[src/rtl/seven_seg_scan.sv]
// Multiplexed hex seven-segment scanner.
// The scan cycles through ON and DEAD slots, one ON slot per digit.
// Data is captured into a shadow register on load and moved to the display
// register only when a frame starts, so a frame never mixes two values.
// It also supports leading-zero blanking and whole-display blinking.
module seven_seg_scan #(
  parameter int NUM_DIGITS   = 4,
  parameter int REFRESH_DIV  = 50000,
  parameter int DEAD_CYCLES  = 16,
  parameter int BLINK_FRAMES = 64
) (
  input  logic                    clk,
  input  logic                    rst_n,
  input  logic [4*NUM_DIGITS-1:0] data_in,
  input  logic [NUM_DIGITS-1:0]   dp_in,
  input  logic                    load,
  input  logic                    blank_lz,
  input  logic                    blink_en,
  output logic [6:0]              seg,
  output logic                    dp,
  output logic [NUM_DIGITS-1:0]   an,
  output logic                    frame_start
);

  localparam int CMAX = (REFRESH_DIV > DEAD_CYCLES) ? REFRESH_DIV : DEAD_CYCLES;
  localparam int CW   = $clog2(CMAX) + 1;
  localparam int IW   = (NUM_DIGITS > 1) ? $clog2(NUM_DIGITS) : 1;
  localparam int BW   = $clog2(BLINK_FRAMES) + 1;

  localparam logic [0:0] ST_DEAD = 1'b0;
  localparam logic [0:0] ST_ON   = 1'b1;

  logic [0:0]                  state, nxt_state;
  logic [CW-1:0]               cnt, nxt_cnt;
  logic [IW-1:0]               idx, nxt_idx;
  logic                        wrap;
  logic [NUM_DIGITS-1:0][3:0]  shadow_d, disp_d, nxt_disp_d;
  logic [NUM_DIGITS-1:0]       shadow_p, disp_p, nxt_disp_p;
  logic [BW-1:0]               blink_cnt;
  logic                        phase, frame_dark, nxt_dark;
  logic [NUM_DIGITS-1:0]       upper_zero;
  logic                        lit, acc;
  logic [3:0]                  nib;
  logic [6:0]                  seg_n;
  logic                        dp_n;
  logic [NUM_DIGITS-1:0]       an_n;

  // Segment pattern for a nibble, bit order {g,f,e,d,c,b,a}, active low.
  function automatic logic [6:0] glyph(input logic [3:0] v);
    case (v)
      4'h0: glyph = 7'b1000000;
      4'h1: glyph = 7'b1111001;
      4'h2: glyph = 7'b0100100;
      4'h3: glyph = 7'b0110000;
      4'h4: glyph = 7'b0011001;
      4'h5: glyph = 7'b0010010;
      4'h6: glyph = 7'b0000010;
      4'h7: glyph = 7'b1111000;
      4'h8: glyph = 7'b0000000;
      4'h9: glyph = 7'b0011000;
      4'hA: glyph = 7'b0001000;
      4'hB: glyph = 7'b0000011;
      4'hC: glyph = 7'b1000110;
      4'hD: glyph = 7'b0100001;
      4'hE: glyph = 7'b0000110;
      default: glyph = 7'b0001110;
    endcase
  endfunction

  // Next scan state: slot timing, digit advance and frame wrap detection.
  always_comb begin
    nxt_state = state;
    nxt_cnt   = cnt + CW'(1);
    nxt_idx   = idx;
    wrap      = 1'b0;
    if (state == ST_ON) begin
      if (cnt == CW'(REFRESH_DIV - 1)) begin
        nxt_state = ST_DEAD;
        nxt_cnt   = '0;
      end
    end else if (cnt == CW'(DEAD_CYCLES - 1)) begin
      nxt_state = ST_ON;
      nxt_cnt   = '0;
      if (idx == IW'(NUM_DIGITS - 1)) begin
        nxt_idx = '0;
        wrap    = 1'b1;
      end else begin
        nxt_idx = idx + IW'(1);
      end
    end
  end

  // Output values for the upcoming cycle, so outputs move with the state.
  always_comb begin
    nxt_disp_d = wrap ? shadow_d : disp_d;
    nxt_disp_p = wrap ? shadow_p : disp_p;
    nxt_dark   = wrap ? (blink_en & phase) : frame_dark;
    acc        = 1'b1;
    upper_zero = '0;
    for (int k = NUM_DIGITS - 1; k >= 0; k--) begin
      acc           = acc & (nxt_disp_d[k] == 4'd0);
      upper_zero[k] = acc;
    end
    nib   = nxt_disp_d[nxt_idx];
    lit   = (nxt_state == ST_ON) && !nxt_dark &&
            !(blank_lz && (nxt_idx != '0) && upper_zero[nxt_idx]);
    seg_n = lit ? glyph(nib) : 7'b1111111;
    dp_n  = lit ? ~nxt_disp_p[nxt_idx] : 1'b1;
    an_n  = lit ? ~(NUM_DIGITS'(1) << nxt_idx) : '1;
  end

  // Scan FSM, data registers, blink timing and registered outputs.
  always_ff @(posedge clk) begin
    if (!rst_n) begin
      state       <= ST_DEAD;
      cnt         <= '0;
      idx         <= IW'(NUM_DIGITS - 1);
      shadow_d    <= '0;
      shadow_p    <= '0;
      disp_d      <= '0;
      disp_p      <= '0;
      blink_cnt   <= '0;
      phase       <= 1'b0;
      frame_dark  <= 1'b0;
      seg         <= 7'b1111111;
      dp          <= 1'b1;
      an          <= '1;
      frame_start <= 1'b0;
    end else begin
      state       <= nxt_state;
      cnt         <= nxt_cnt;
      idx         <= nxt_idx;
      disp_d      <= nxt_disp_d;
      disp_p      <= nxt_disp_p;
      frame_dark  <= nxt_dark;
      seg         <= seg_n;
      dp          <= dp_n;
      an          <= an_n;
      frame_start <= wrap;
      if (load) begin
        shadow_d <= data_in;
        shadow_p <= dp_in;
      end
      if (wrap) begin
        if (blink_cnt == BW'(BLINK_FRAMES - 1)) begin
          blink_cnt <= '0;
          phase     <= ~phase;
        end else begin
          blink_cnt <= blink_cnt + BW'(1);
        end
      end
    end
  end

endmodule
[config.mk]
export PLATFORM = sky130hd
export DESIGN_NAME = seven_seg_scan
export DESIGN_NICKNAME = d
export VERILOG_FILES = /design/src/rtl/seven_seg_scan.sv
export SDC_FILE = /design/constraint.sdc
export NUM_CORES = 1
export LEC_CHECK = 0
export ABC_AREA = 0
export BUFFER_PORTS_ARGS = -buffer_cell sky130_fd_sc_hd__buf_4
export CORE_MARGIN = 2
export CORE_UTILIZATION = 40
export CTS_CLUSTER_DIAMETER = 120
export DETAILED_ROUTE_END_ITERATION = 6
export PLACE_DENSITY = 0.61
export SYNTH_ARGS = -nofsm -noshare
export SYNTH_HDL_FRONTEND = slang
export SYNTH_SLANG_ARGS = --single-unit
export TNS_END_PERCENT = 5
[constraint.sdc]
create_clock -name clk -period 4.41 [get_ports clk]
set_input_delay 0.2205 -clock clk [delete_from_list [all_inputs] [get_ports clk]]
set_output_delay 0.2205 -clock clk [all_outputs]
set_load 0.01 [all_outputs]
==> impl_metrics.toml <==
[run_status]
status = "completed"

[clock_network]
cts_sinks = 82
cts_made_buffers = 9
clk_latency_ns = 0.37
cts_tree = "done"
root_buffer = "clkbuf_8"
holdBufCountCts = 0
cts_resized = 0
cts_max_level = 3
clk_pin_slew_ns = 0.09
clockBufferDepth = 2
post_cts_buffers = 0

[logic_synthesis]
async_flop_share_pct = 0
synth-seq-cells = 82
synth_simple_gate_area_share_pct = 22.80
yosys_warnings = 0
synth_ff_type = "dfxtp_1"
synth_cell_type_count = 62
synthAdderAreaFrac_pct = 2.474
synth_edf_count = 0
syn-cell-area_sq_um = 4045
synth.mux.area_fraction_pct = 10.89
seq_area_frac_synth_pct = 40.58
syn_avg_cell_area_sq_um = 9.152
yosys.area_share.xor_xnor_pct = 5.629
synth-compound-area-share_pct = 12.84
synth_top_family_by_area = "simple AND/OR/NAND/NOR gates"
synthCells = 442
syn-num-nets = 475

[worst_setup_path]
path_class = "flip-flop to flip-flop"
critPathMaxFanout = 10
arrival_ns = 3.93
cp.required_ns = 4.64
cp-end-kind = "flip-flop"
startpoint_type = "flip-flop"

[detailed_routing]
via_count = 3057
vias_per_cell = 5.061
drt_iter0_markers = 115
drcViolationCount = 0
wirelength_mm = 8.191
wire_per_inst_um = 13.56
ant_nets = 0
dr.pass1.iters = 4

[layout]
num-nets-final = 499
mostFrequentLayoutCells = "dfxtp_1, nand2_1, buf_4, mux2i_1, nor2_1"
final_area_sq_um = 4558
drive_above_1_share_pct = 16.77
nFillCells = 947
n_antenna_cell = 0
final_common_cell = "dfxtp_1"
final_util_pct = 46.63
area_growth_pct = 12.68

[timing]
rsz0062_at_grt = "false"
setup_viol = 0
finalHoldViolCount = 0
finClkSkew_ns = 0.009986
post-route-period-util_pct = 84.05
fmax_mhz = 269.8
relSlewSlack_pct = 50.77
maxSlewViolCount = 0
layout_setup_ws_ns = 0.7035
layout_min_cycle_time_ns = 3.706
tightest_slew_ns = 0.7334
tns_ns = 0

[global_route]
first_global_vias = 2878
grt_antenna_before_repair = 0
grt_max_degree = 53
grt_pass1_wl_mm = 14.01
grt_overflow = 0
grt_use_total_pct = 15.85

[worst_hold_path]
min_path_type = "input port to flip-flop"

[place]
post-place-ws_ns = 0.7318
place_area_sq_um = 4357
numPortBuffers = 37
gp_congestion = 0.8962
post-dp-hpwl_mm = 5.838

[pwr]
peakVddDrop_mv = 0.1687
p_leak_nw = 1.775
power.density_nw_per_um2 = 302.8

[floorplanning]
pin_count = 38
core_area_sq_um = 9774
start_util_pct = 41.39
die_area_sq_um = 10930
die_h_um = 104.6
die_w_um = 104.6
core.rowCount = 36

[flow_run]
drv_cap = 0
==> cells by family (layout without fill, tap and decap cells) <==
family | after synthesis | count (layout)
mux | 40 | 40
xor+xnor | 26 | 26
compound gates | 64 | 64
flops | 82 | 82
buf+inv | 36 | 65
fa+ha+maj | 8 | 8
simple gates | 186 | 186
==> routing by layer <==
metal,vias to the layer above,GRT usage [%],part of all wire (%)
met4,0,6.853,1.8
met2,65,23.11,43
li1,1575,-,-
met5,-,0,0
met3,11,3.182,3.8
met1,1406,22.57,51
==> cell type report <==
type                       instances  area [sq um]  share of cell area [%]
multi-input combinational        324          2215                   48.59
clock inverter                     7         77.57                   1.702
inverter                           9         33.78                  0.7411
clock buffer                       9         123.9                   2.718
timing repair buffer              40         300.3                   6.588
tap                              133         166.4                   3.651
sequential                        82          1642                   36.01
==> Yosys cell counts, types with 2 or more instances <==
cell type / number / share of area [%]
o221ai_2: 2 / 0.74
o21ai_0: 5 / 0.62
buf_6: 3 / 0.84
o211a_1: 2 / 0.49
nor2_1: 32 / 3.0
or4_4: 2 / 0.56
xor2_1: 13 / 2.8
nand2b_1: 3 / 0.46
dfxtp_1: 82 / 41
mux2_2: 2 / 0.56
inv_1: 9 / 0.84
or4_1: 2 / 0.37
a211o_1: 2 / 0.43
nor4_1: 6 / 0.93
a21boi_0: 21 / 3.9
a311oi_1: 3 / 0.65
nand4_1: 6 / 0.93
a21oi_1: 6 / 0.74
a211oi_1: 7 / 1.3
nand2_1: 66 / 6.1
and2_1: 6 / 0.93
a2111oi_0: 2 / 0.43
xnor2_1: 13 / 2.8
mux2_4: 2 / 0.74
nand3_1: 17 / 2.1
buf_2: 3 / 0.37
o31ai_2: 2 / 0.62
ha_1: 8 / 2.5
nor2b_1: 23 / 3.6
buf_1: 2 / 0.19
and3_1: 8 / 1.2
clkbuf_1: 15 / 1.4
nor3_1: 5 / 0.62
mux2i_1: 34 / 8.4
==> flip-flops by register name (all words and copies together) (netlist names), 4 cells and up <==
| signal | count |
|---|---|
| cnt | 17 |
| disp_d | 16 |
| shadow_d | 16 |
| blink_cnt | 7 |
| seg | 7 |
| an | 4 |
| disp_p | 4 |
| shadow_p | 4 |
==> where the power goes <==
part	switching, W	internal, W
Combinational	0.0000273	0.0000357
Sequential	0.0000103	0.000753
Clock	0.000290	0.000264
Total	0.000328	0.00105
==> worst paths after layout <==
kind / from / to / slack [ns] / cells after the start
worst max-delay path: cnt[6]$_SDFF_PN0_ / seg[3]$_SDFF_PN1_ / 0.70 / 10
worst min-delay path: data_in[2] / shadow_d[2]$_SDFFE_PN0P_ / 0.10 / 3
worst max register to register: cnt[6]$_SDFF_PN0_ / seg[3]$_SDFF_PN1_ / 0.70 / 10
worst min register to register: blink_cnt[6]$_SDFFE_PN0N_ / blink_cnt[6]$_SDFFE_PN0N_ / 0.43 / 2
==> critical path, cell delays in order, from the launching register on <==
cell and delay [ns]:
dfxtp_1 0.35, or4_4 0.55, or3_1 0.48, nor2_1 0.41
o21ai_0 0.16, a311oi_1 0.60, inv_1 0.19, ha_1 0.36
or2b_1 0.24, o2bb2ai_2 0.15, o31ai_2 0.08
==> metrics by stage <==
stage / instances / hold slack [ns] / power, W
floorplan: 442 / 0.3529 / 0.0008170
global placement: 588 / 0.4191 / 0.0008432
detailed placement: 588 / 0.4203 / 0.0008447
CTS: 604 / 0.1004 / 0.001398
global route: 604 / 0.1062 / 0.001441
finish: 604 / 0.1031 / 0.001380
(Power assumes the default switching activity.)
